## src/rtl/nrzi_pkg.sv

```systemverilog
// Shared definitions for the toggle-encoded (NRZI-style) serial link.
// The transmitter side uses the same frame constants, so keep them here.
package nrzi_pkg;

   // Receiver framing states: hunting for the sync byte, or inside a frame.
   typedef enum logic {
      HUNT = 1'b0,
      RECV = 1'b1
   } rx_state_e;

   // Frame-start pattern, compared against decoded bits. Never delivered.
   localparam logic [7:0] SYNC_BYTE_DEFAULT = 8'hA5;

   // Consecutive decoded zeros that terminate a frame (legal 9..255).
   localparam int unsigned IDLE_BITS_DEFAULT = 16;

   // Bytes travel LSB first: a new bit enters at the top and the
   // register moves right, so after eight bits the first one sits at bit 0.
   function automatic logic [7:0] shift_in_lsb_first(input logic [7:0] sr,
                                                     input logic       b);
      return {b, sr[7:1]};
   endfunction

endpackage

```

## src/rtl/nrzi_byte_receiver_if.sv

```systemverilog
// Byte stream leaving the receiver: one-entry valid/ready handshake.
// The receiver is the master (drives data/valid), the consumer the slave.
interface nrzi_byte_receiver_if;

   logic [7:0] out_data;
   logic       out_valid;
   logic       out_ready;

   modport master (
      output out_data,
      output out_valid,
      input  out_ready
   );

   modport slave (
      input  out_data,
      input  out_valid,
      output out_ready
   );

endinterface

```

## src/rtl/nrzi_bit_decoder.sv

```systemverilog
// Toggle-line bit recovery: a line change since the previous sampled bit
// means 1, a held level means 0. Only bit_en cycles are considered samples.
module nrzi_bit_decoder (
   input  logic clk,
   input  logic rst_n,
   input  logic bit_en,
   input  logic line_in,
   output logic rx_bit,
   output logic bit_valid
);

   logic prev_line;

   // Remember the line level at each bit sample; the first bit after reset
   // is decoded against a low line.
   always_ff @(posedge clk or negedge rst_n) begin
      if (!rst_n) begin
         prev_line <= 1'b0;
      end else if (bit_en) begin
         // NOTE: registers are written with <= so every flop samples the
         // pre-edge values; a blocking = here would let later reads in the
         // same block see the new value and break the edge semantics.
         prev_line <= line_in;
      end
   end

   // Decoded bit is valid in exactly the cycles that carry a line sample.
   assign rx_bit    = line_in ^ prev_line;
   assign bit_valid = bit_en;

endmodule

```

## src/rtl/nrzi_byte_receiver.sv

```systemverilog
// Receive side of the toggle-encoded serial link: decodes line bits, hunts
// for the sync byte, assembles LSB-first bytes inside a frame and offers them
// through a one-entry valid/ready holding register. A long run of decoded
// zeros closes the frame and returns to hunting.
module nrzi_byte_receiver
   import nrzi_pkg::*;
#(
   parameter logic [7:0]  SYNC_BYTE = SYNC_BYTE_DEFAULT,
   parameter int unsigned IDLE_BITS = IDLE_BITS_DEFAULT   // legal 9..255
) (
   input  logic                        clk,
   input  logic                        rst_n,
   input  logic                        bit_en,
   input  logic                        line_in,
   nrzi_byte_receiver_if.master        out_if,
   output logic                        in_frame,
   output logic                        frame_end,
   output logic                        overrun
);

   // The zero-run counter is 8 bits wide, which is why IDLE_BITS stops at 255.
   localparam logic [7:0] IDLE_LIMIT = IDLE_BITS[7:0];

   // ------------------------------------------------------------------
   // Bit recovery
   // ------------------------------------------------------------------
   logic rx_bit;
   logic bit_valid;

   nrzi_bit_decoder u_decoder (
      .clk       (clk),
      .rst_n     (rst_n),
      .bit_en    (bit_en),
      .line_in   (line_in),
      .rx_bit    (rx_bit),
      .bit_valid (bit_valid)
   );

   // ------------------------------------------------------------------
   // Framing state and assembly registers
   // ------------------------------------------------------------------
   rx_state_e  state;
   rx_state_e  state_next;
   logic [7:0] shift_reg;
   logic [7:0] shift_next;
   logic [2:0] bit_cnt;
   logic [2:0] bit_cnt_next;
   logic [7:0] zero_cnt;
   logic [7:0] zero_cnt_next;

   // Per-bit decisions produced by the next-state logic.
   logic [7:0] shifted;
   logic [7:0] zero_run;
   logic       byte_done;
   logic       frame_done;

   // State and assembly registers; idle cycles (bit_en low) leave them alone
   // because the next-state logic then returns the current values.
   always_ff @(posedge clk or negedge rst_n) begin
      if (!rst_n) begin
         state     <= HUNT;
         shift_reg <= 8'h00;
         bit_cnt   <= 3'd0;
         zero_cnt  <= 8'h00;
         frame_end <= 1'b0;
      end else begin
         state     <= state_next;
         shift_reg <= shift_next;
         bit_cnt   <= bit_cnt_next;
         zero_cnt  <= zero_cnt_next;
         frame_end <= frame_done;
      end
   end

   // Next-state logic: sync hunt, byte assembly and end-of-frame detection.
   always_comb begin
      // NOTE: every signal driven here gets a default before any branch, so
      // no path leaves one unassigned and no latch is inferred.
      state_next    = state;
      shift_next    = shift_reg;
      bit_cnt_next  = bit_cnt;
      zero_cnt_next = zero_cnt;
      shifted       = shift_in_lsb_first(shift_reg, rx_bit);
      zero_run      = zero_cnt;
      byte_done     = 1'b0;
      frame_done    = 1'b0;

      if (bit_valid) begin
         unique case (state)
            HUNT: begin
               shift_next = shifted;
               if (shifted == SYNC_BYTE) begin
                  state_next    = RECV;
                  bit_cnt_next  = 3'd0;
                  zero_cnt_next = 8'h00;
               end
            end

            RECV: begin
               // A 1 breaks the idle run; a 0 extends it up to the limit.
               if (rx_bit) begin
                  zero_run = 8'h00;
               end else if (zero_cnt >= IDLE_LIMIT) begin
                  zero_run = IDLE_LIMIT;
               end else begin
                  zero_run = zero_cnt + 8'd1;
               end
               zero_cnt_next = zero_run;

               if (zero_run == IDLE_LIMIT) begin
                  // Frame over: a byte this bit would have completed is
                  // idle filler, so it is thrown away with the partial data.
                  state_next   = HUNT;
                  frame_done   = 1'b1;
                  shift_next   = 8'h00;
                  bit_cnt_next = 3'd0;
               end else begin
                  shift_next   = shifted;
                  bit_cnt_next = bit_cnt + 3'd1;   // wraps 7 -> 0 per byte
                  byte_done    = (bit_cnt == 3'd7);
               end
            end

            default: begin
               state_next = HUNT;
            end
         endcase
      end
   end

   // in_frame is a decode of the state flop, so it changes on the same edge.
   assign in_frame = (state == RECV);

   // ------------------------------------------------------------------
   // One-entry holding register towards the consumer
   // ------------------------------------------------------------------

   // Load a completed byte when the slot is free or being emptied this
   // cycle; otherwise drop it and flag the loss for one cycle.
   always_ff @(posedge clk or negedge rst_n) begin
      if (!rst_n) begin
         out_if.out_data  <= 8'h00;
         out_if.out_valid <= 1'b0;
         overrun          <= 1'b0;
      end else begin
         overrun <= 1'b0;
         if (byte_done) begin
            if (!out_if.out_valid || out_if.out_ready) begin
               out_if.out_data  <= shifted;
               out_if.out_valid <= 1'b1;
            end else begin
               overrun <= 1'b1;
            end
         end else if (out_if.out_valid && out_if.out_ready) begin
            out_if.out_valid <= 1'b0;
         end
      end
   end

endmodule
```

## src/flat_wrapper.sv

```systemverilog
// flat-port wrapper written by rule: the top's interface ports become plain ports
module nrzi_byte_receiver_flat import nrzi_pkg::*;
#(
   parameter logic [7:0]  SYNC_BYTE = SYNC_BYTE_DEFAULT,
   parameter int unsigned IDLE_BITS = IDLE_BITS_DEFAULT                  
)
  (clk, rst_n, bit_en, line_in, in_frame, frame_end, overrun, out_if_out_data, out_if_out_valid, out_if_out_ready);
  nrzi_byte_receiver_if out_if_i ();
  input  logic clk;
  input  logic rst_n;
  input  logic bit_en;
  input  logic line_in;
  output logic in_frame;
  output logic frame_end;
  output logic overrun;
  output wire logic [$bits(out_if_i.out_data)-1:0] out_if_out_data;
  output wire logic [$bits(out_if_i.out_valid)-1:0] out_if_out_valid;
  input wire logic [$bits(out_if_i.out_ready)-1:0] out_if_out_ready;
  assign out_if_out_data = out_if_i.out_data;
  assign out_if_out_valid = out_if_i.out_valid;
  assign out_if_i.out_ready = out_if_out_ready;
  nrzi_byte_receiver #(.SYNC_BYTE(SYNC_BYTE), .IDLE_BITS(IDLE_BITS)) u_core (.clk(clk), .rst_n(rst_n), .bit_en(bit_en), .line_in(line_in), .out_if(out_if_i), .in_frame(in_frame), .frame_end(frame_end), .overrun(overrun));
endmodule
```

## config.mk

```make
export PLATFORM = sky130hd
export DESIGN_NAME = nrzi_byte_receiver_flat
export DESIGN_NICKNAME = d
export VERILOG_FILES = /design/src/rtl/nrzi_pkg.sv /design/src/rtl/nrzi_byte_receiver_if.sv /design/src/rtl/nrzi_bit_decoder.sv /design/src/rtl/nrzi_byte_receiver.sv /design/src/flat_wrapper.sv
export SDC_FILE = /design/constraint.sdc
export NUM_CORES = 1
export LEC_CHECK = 0
export BUFFER_PORTS_ARGS = -buffer_cell sky130_fd_sc_hd__buf_2
export CORE_MARGIN = 2
export CORE_UTILIZATION = 56
export DETAILED_ROUTE_END_ITERATION = 10
export PLACE_DENSITY_LB_ADDON = 0.3
export SLEW_MARGIN = 40
export SYNTH_ARGS = -nofsm -noshare
export SYNTH_HDL_FRONTEND = slang
export SYNTH_SLANG_ARGS = --single-unit
```

## constraint.sdc

```tcl
create_clock -name clk -period 1.79 [get_ports clk]
set_input_delay 0 -clock clk [delete_from_list [all_inputs] [get_ports clk]]
set_output_delay 0 -clock clk [all_outputs]
set_load 0.03 [all_outputs]
```

## Word level (Yosys, flattened, before mapping)

Cells that the tools add are included.

| word-level totals | value |
|---|---|
| word-level logic and storage cells | 51 |
| bits of input ports | 5 |
| output and inout bits | 12 |
| bits in registers | 32 |

| operators by class | value |
|---|---|
| eq/ne operators | 5 |
| reduce and logical (&&, ||, !) cells | 7 |
| order comparisons | 1 |
| $add $sub $neg | 2 |
| multiplexer cells | 25 |
| bitwise logic cells | 2 |

Operators by type and width:

| operator | count |
|---|---|
| $mux W8 | 6 |
| $pmux W8 S2 | 2 |
| $mux W1 | 13 |
| $add A8 B1 Y8 const B | 1 |
| $eq A8 B5 Y1 const B | 1 |
| $eq A8 B8 Y1 const B | 1 |
| $ge A8 B5 Y1 const B | 1 |
| $mux W3 | 2 |
| $pmux W3 S2 | 1 |
| $reduce_and A2 Y1 | 3 |
| $add A3 B1 Y3 const B | 1 |
| $eq A3 B3 Y1 const B | 1 |
| $ne A2 B1 Y1 const B | 1 |
| $ne A2 B2 Y1 const B | 1 |
| $pmux W1 S2 | 1 |
| $reduce_bool A2 Y1 | 1 |
| $logic_and A1 B1 Y1 | 1 |
| $logic_not A1 Y1 | 1 |
| $logic_or A1 B1 Y1 | 1 |
| $not A1 Y1 | 1 |
| $xor A1 B1 Y1 | 1 |

## Logic depth before layout (Yosys ltp)

| logic depth | value |
|---|---|
| depth in word-level cells | 11 |
| depth in mapped cells | 6 |

## By module

From an unflattened synthesis, not the netlist that was laid out.

| second synthesis, totals | value |
|---|---|
| cell total of the unflattened synthesis | 103 |
| area, all modules | 1350.0 um^2 |

By module, submodules not included:

| module | cells each | times used | area an instance (um^2) |
|---|---|---|---|
| nrzi_byte_receiver | 99 | 1 | 1293.7 |
| nrzi_bit_decoder | 4 | 1 | 56.3 |

## Worst setup path before layout

Ideal clock, no wire load.

| path | value |
|---|---|
| path type | reg2reg |
| start point | register u_core.state, in the netlist u_core.in_frame |
| end point | register u_core.out_if.out_data[0] |
| setup time | 125 ps |
| clock period less this slack | 1635 ps |
| cell stages (with the launch flop) | 5 |
| arrival time | 1510 ps |
| path buffers | 0 |
| path slack | 155 ps |
| path through | dfrtp_1 -> and2_0 -> nand3_1 -> a21oi_4 -> mux2_2 |

| on the way | value |
|---|---|
| longest elaborated chain between the ends | 3 |

RTL lines:

| element | line | RTL |
|---|---|---|
| start, declared | nrzi_byte_receiver.sv:42 | `rx_state_e state;` |
| start signal, assigned | nrzi_byte_receiver.sv:67 | `state <= state_next;` |
| $mux W1 | nrzi_byte_receiver.sv:89 | `unique case (state)` |
| $mux W1 | nrzi_byte_receiver.sv:88 | `if (bit_valid) begin` |
| $reduce_and A2 Y1 (no source line) | -- |  |
| end signal, assigned | nrzi_byte_receiver.sv:149 | `out_if.out_data <= shifted;` |
| end, declared | nrzi_byte_receiver_if.sv:10 | `output out_data,` |

Every way passes these cells.
A chain may end at the register's enable or synchronous reset.

## Final worst setup path

| path | value |
|---|---|
| start point | register u_core.zero_cnt[6] |
| end point | register u_core.out_if.out_data[6] |

| on the way | value |
|---|---|
| longest elaborated chain between the ends | 10 |
| elaborated cells between the ends (all ways) | 11 |

RTL lines:

| element | line | RTL |
|---|---|---|
| start, declared | nrzi_byte_receiver.sv:48 | `logic [7:0] zero_cnt;` |
| start signal, assigned | nrzi_byte_receiver.sv:70 | `zero_cnt <= zero_cnt_next;` |
| $add A8 B1 Y8 or $ge A8 B5 Y1 (tied branches) | nrzi_byte_receiver.sv:106, nrzi_byte_receiver.sv:103 |  |
| $mux W8 * | nrzi_byte_receiver.sv:103 | `end else if (zero_cnt >= IDLE_LIMIT) begin` |
| $mux W8 * | nrzi_byte_receiver.sv:101 | `if (rx_bit) begin` |
| $mux W8 * | nrzi_byte_receiver.sv:89 |  |
| $mux W8 * | nrzi_byte_receiver.sv:88 |  |
| $eq A8 B5 Y1 * | nrzi_byte_receiver.sv:110 | `if (zero_run == IDLE_LIMIT) begin` |
| $mux W1 * | nrzi_byte_receiver.sv:110 |  |
| $mux W1 * | nrzi_byte_receiver.sv:89 |  |
| $mux W1 * | nrzi_byte_receiver.sv:88 |  |
| $reduce_and A2 Y1 (no source line) * | -- |  |

Mark *: on every way between the ends. The rest lies on a longest branch, timed or not. The select of a mux whose other input is x is not followed.

==> impl_metrics.json <==
{
  "status": "finished clean",
  "worstPathMaxFanout": 7,
  "cts_tree": "yes",
  "cts_num_sinks": 31,
  "start_util": 0.607,
  "dp_hpwl_mm": 1.61,
  "p_leak_nw": 0.820,
  "path_cells": "nor4_4 -> o31ai_4 -> a21oi_4 -> mux2_2",
  "drv_slew": 0,
  "num_antenna_cells": 0,
  "synth_top_area_share": 0.567,
  "netlist_area_um2": 1370,
  "final_antenna_net_count": 0,
  "yosys.area.top_type": "dfrtp_1",
  "cts_max_level": 2,
  "cts_root_buf": "clkbuf_4",
  "synth_seq_area_share": 0.567,
  "finalSetupTns_ns": 0,
  "dieArea_um2": 2850,
  "setup_viol": 0,
  "io_buffers": 16,
  "routed_via_density": 5.49,
  "clock.fmax_mhz": 586,
  "fp.dieH_um": 53.4,
  "fin_crit_sh": 0.954,
  "synth_area_per_cell_um2": 13.0,
  "ys_dominant_reg_cell": "dfrtp_1",
  "critPathRequiredTime_ns": 2.00,
  "cts_buffers": 5,
  "grt_pass1_wl_mm": 3.82,
  "coreArea_um2": 2250,
  "drtIter0Drc": 16,
  "hold_ws_ns": 0.0158,
  "grt_setup_unrepaired": "false",
  "area_growth_pct": 15.2,
  "cp_top_family": "compound AO/OA/AOI/OAI gates",
  "routed_wl_mm": 2.28,
  "cts.clk_slew.worst_paths_ns": 0.09,
  "max_cap_viol_count": 0,
  "ys_warn_count": 0,
  "drive_gt1_frac": 0.331,
  "first_pass_iters": 4,
  "fin_nets": 141,
  "cp_slowest_cell": "dfrtp_1",
  "fillers": 188,
  "post-route-drc-count": 0,
  "routedWlPerCell_um": 14.1,
  "critPathKind": "flip-flop to flip-flop",
  "grt_max_degree": 32,
  "die-width_um": 53.4,
  "clkLatencyLatePin_ns": 0.32,
  "multiInputGateArea_um2": 563,
  "place_congestion": 0.699,
  "worst_setup_path_end_kind": "flip-flop",
  "powerDensity_nw_per_um2": 936,
  "vias": 884,
  "hold_viol_final": 0,
  "slew_headroom": 0.565,
  "synth_edf_count": 0,
  "vdd_ir_drop_max_mv": 0.726,
  "cts-resized-gates": 0,
  "tightestPinTransition_ns": 0.653,
  "io_pins": 17,
  "ys_async_sr_fraction": 1.00,
  "antenna_found_initial": 0,
  "hold_path_class": "input pin to flip-flop",
  "fin_skew_ns": 0.0113,
  "synth_area_leaders": "dfrtp_1 (57%), mux2_2 (7.4%), mux2i_1 (4.4%), ha_1 (3.7%), nor2_1 (2.5%)",
  "synth_cell_types": 35,
  "slowest_delay_ns": 0.41,
  "rows": 17,
  "startpoint_type": "flip-flop",
  "seqCellArea_um2": 776,
  "synthesis.nets": 114,
  "finalCriticalPeriod_ns": 1.71,
  "grt_usage": 0.200,
  "critPathBufInv": 0,
  "synth-seq-cells": 31,
  "worstPathArrival_ns": 1.92,
  "overflow": 0,
  "grt_pass1_vias": 879,
  "cts_buffer_depth": 2,
  "netlist_instances": 105
}
## timing repair
item | 4_1_cts | 5_1_grt
endpoints found under the hold margin | 33 | 0
hold buffers | 3 | 0
buffers inserted | 0 | 0
endpoints found under the setup margin | 0 | 8
## tightest hold or removal path: cells and delay by family
kind          cells  cell delay (ns)
simple gates      1             0.08
buf+inv           1             0.14
mux               1             0.09
## cell usage in the layout (no fill, tap or decap), types with 2 or more instances in the layout
master         instances
clkbuf_1               2
a31oi_1                2
dlygate4sd3_1          3
inv_1                  3
buf_2                 16
clkbuf_4               5
ha_1                   4
nand3_1                4
o21ai_0                4
nor2_1                 9
dfrtp_1               31
nand2_1                5
and2_1                 2
mux2_2                 9
a22o_1                 2
buf_4                  4
mux2i_1                6
## kinds of logic after synthesis
| group | after synthesis | synth area share |
|---|---|---|
| compound gates | 17 | 0.108 |
| flops | 31 | 0.567 |
| fa+ha+maj | 4 | 0.0366 |
| mux | 15 | 0.118 |
| xor+xnor | 2 | 0.0183 |
| buf+inv | 6 | 0.0210 |
| simple gates | 30 | 0.131 |
## per-layer routing
layer / vias to the layer above / global-route usage / wire (um)
li1: 432 / - / -
met1: 428 / 0.231 / 1020
met2: 19 / 0.311 / 1110
met3: 5 / 0.0734 / 105
met4: 0 / 0.128 / 41
met5: - / 0 / 0
## final cells by class
type | count | area share
Sequential cell | 31 | 0.492
Multi-Input combinational cell | 68 | 0.357
Inverter | 3 | 0.00715
Clock inverter | 1 | 0.00318
Clock buffer | 7 | 0.0286
Timing Repair Buffer | 23 | 0.0890
Tap cell | 28 | 0.0222
## power by group
part | leakage, nW | total (mW) | internal, mW | switching [mW]
Clock | 0.0293 | 0.371 | 0.153 | 0.218
Combinational | 0.381 | 0.244 | 0.113 | 0.131
Sequential | 0.409 | 0.860 | 0.783 | 0.0767
## cells in the mapped netlist (2+ instances only)
| cell | n |
|---|---|
| o21ai_0 | 4 |
| nand2_1 | 5 |
| ha_1 | 4 |
| a31oi_1 | 2 |
| and2_1 | 2 |
| mux2i_1 | 6 |
| nand3_1 | 4 |
| inv_1 | 3 |
| mux2_2 | 9 |
| dfrtp_1 | 31 |
| nor2_1 | 9 |
| buf_2 | 2 |
| a22o_1 | 2 |
## through the flow
step | instance area [um^2] | total power, mW | utilization | worst slack, ns | std cells
floorplan | 1370 | 1.03 | - | 0.155 | 105
global placement | 1500 | 1.10 | 0.663 | 0.0971 | 150
detailed placement | 1500 | 1.11 | 0.663 | 0.0519 | 150
CTS | 1580 | 1.50 | 0.699 | 0.0337 | 161
global route | 1580 | 1.57 | 0.699 | 0.0106 | 161
finish | 1580 | 1.48 | 0.699 | 0.0832 | 161
## final timing paths
path / start / cells past startpoint / to / slack [ns]
setup reg to reg: u_core.zero_cnt[6]$_DFFE_PN0P_ / 4 / u_core.out_if.out_data[6]$_DFFE_PN0P_ / 0.08
hold / removal: bit_en / 3 / u_core.shift_reg[1]$_DFFE_PN0P_ / 0.02
min in group asynchronous: rst_n / 2 / u_core.zero_cnt[3]$_DFFE_PN0P_ / 0.23
hold reg to reg: u_core.out_if.out_data[4]$_DFFE_PN0P_ / 1 / u_core.out_if.out_data[4]$_DFFE_PN0P_ / 0.51
max in group asynchronous: rst_n / 2 / u_core.out_if.out_data[7]$_DFFE_PN0P_ / 1.13
setup / recovery: u_core.zero_cnt[6]$_DFFE_PN0P_ / 4 / u_core.out_if.out_data[6]$_DFFE_PN0P_ / 0.08
No activity file was read; power rests on OpenSTA's default activity.
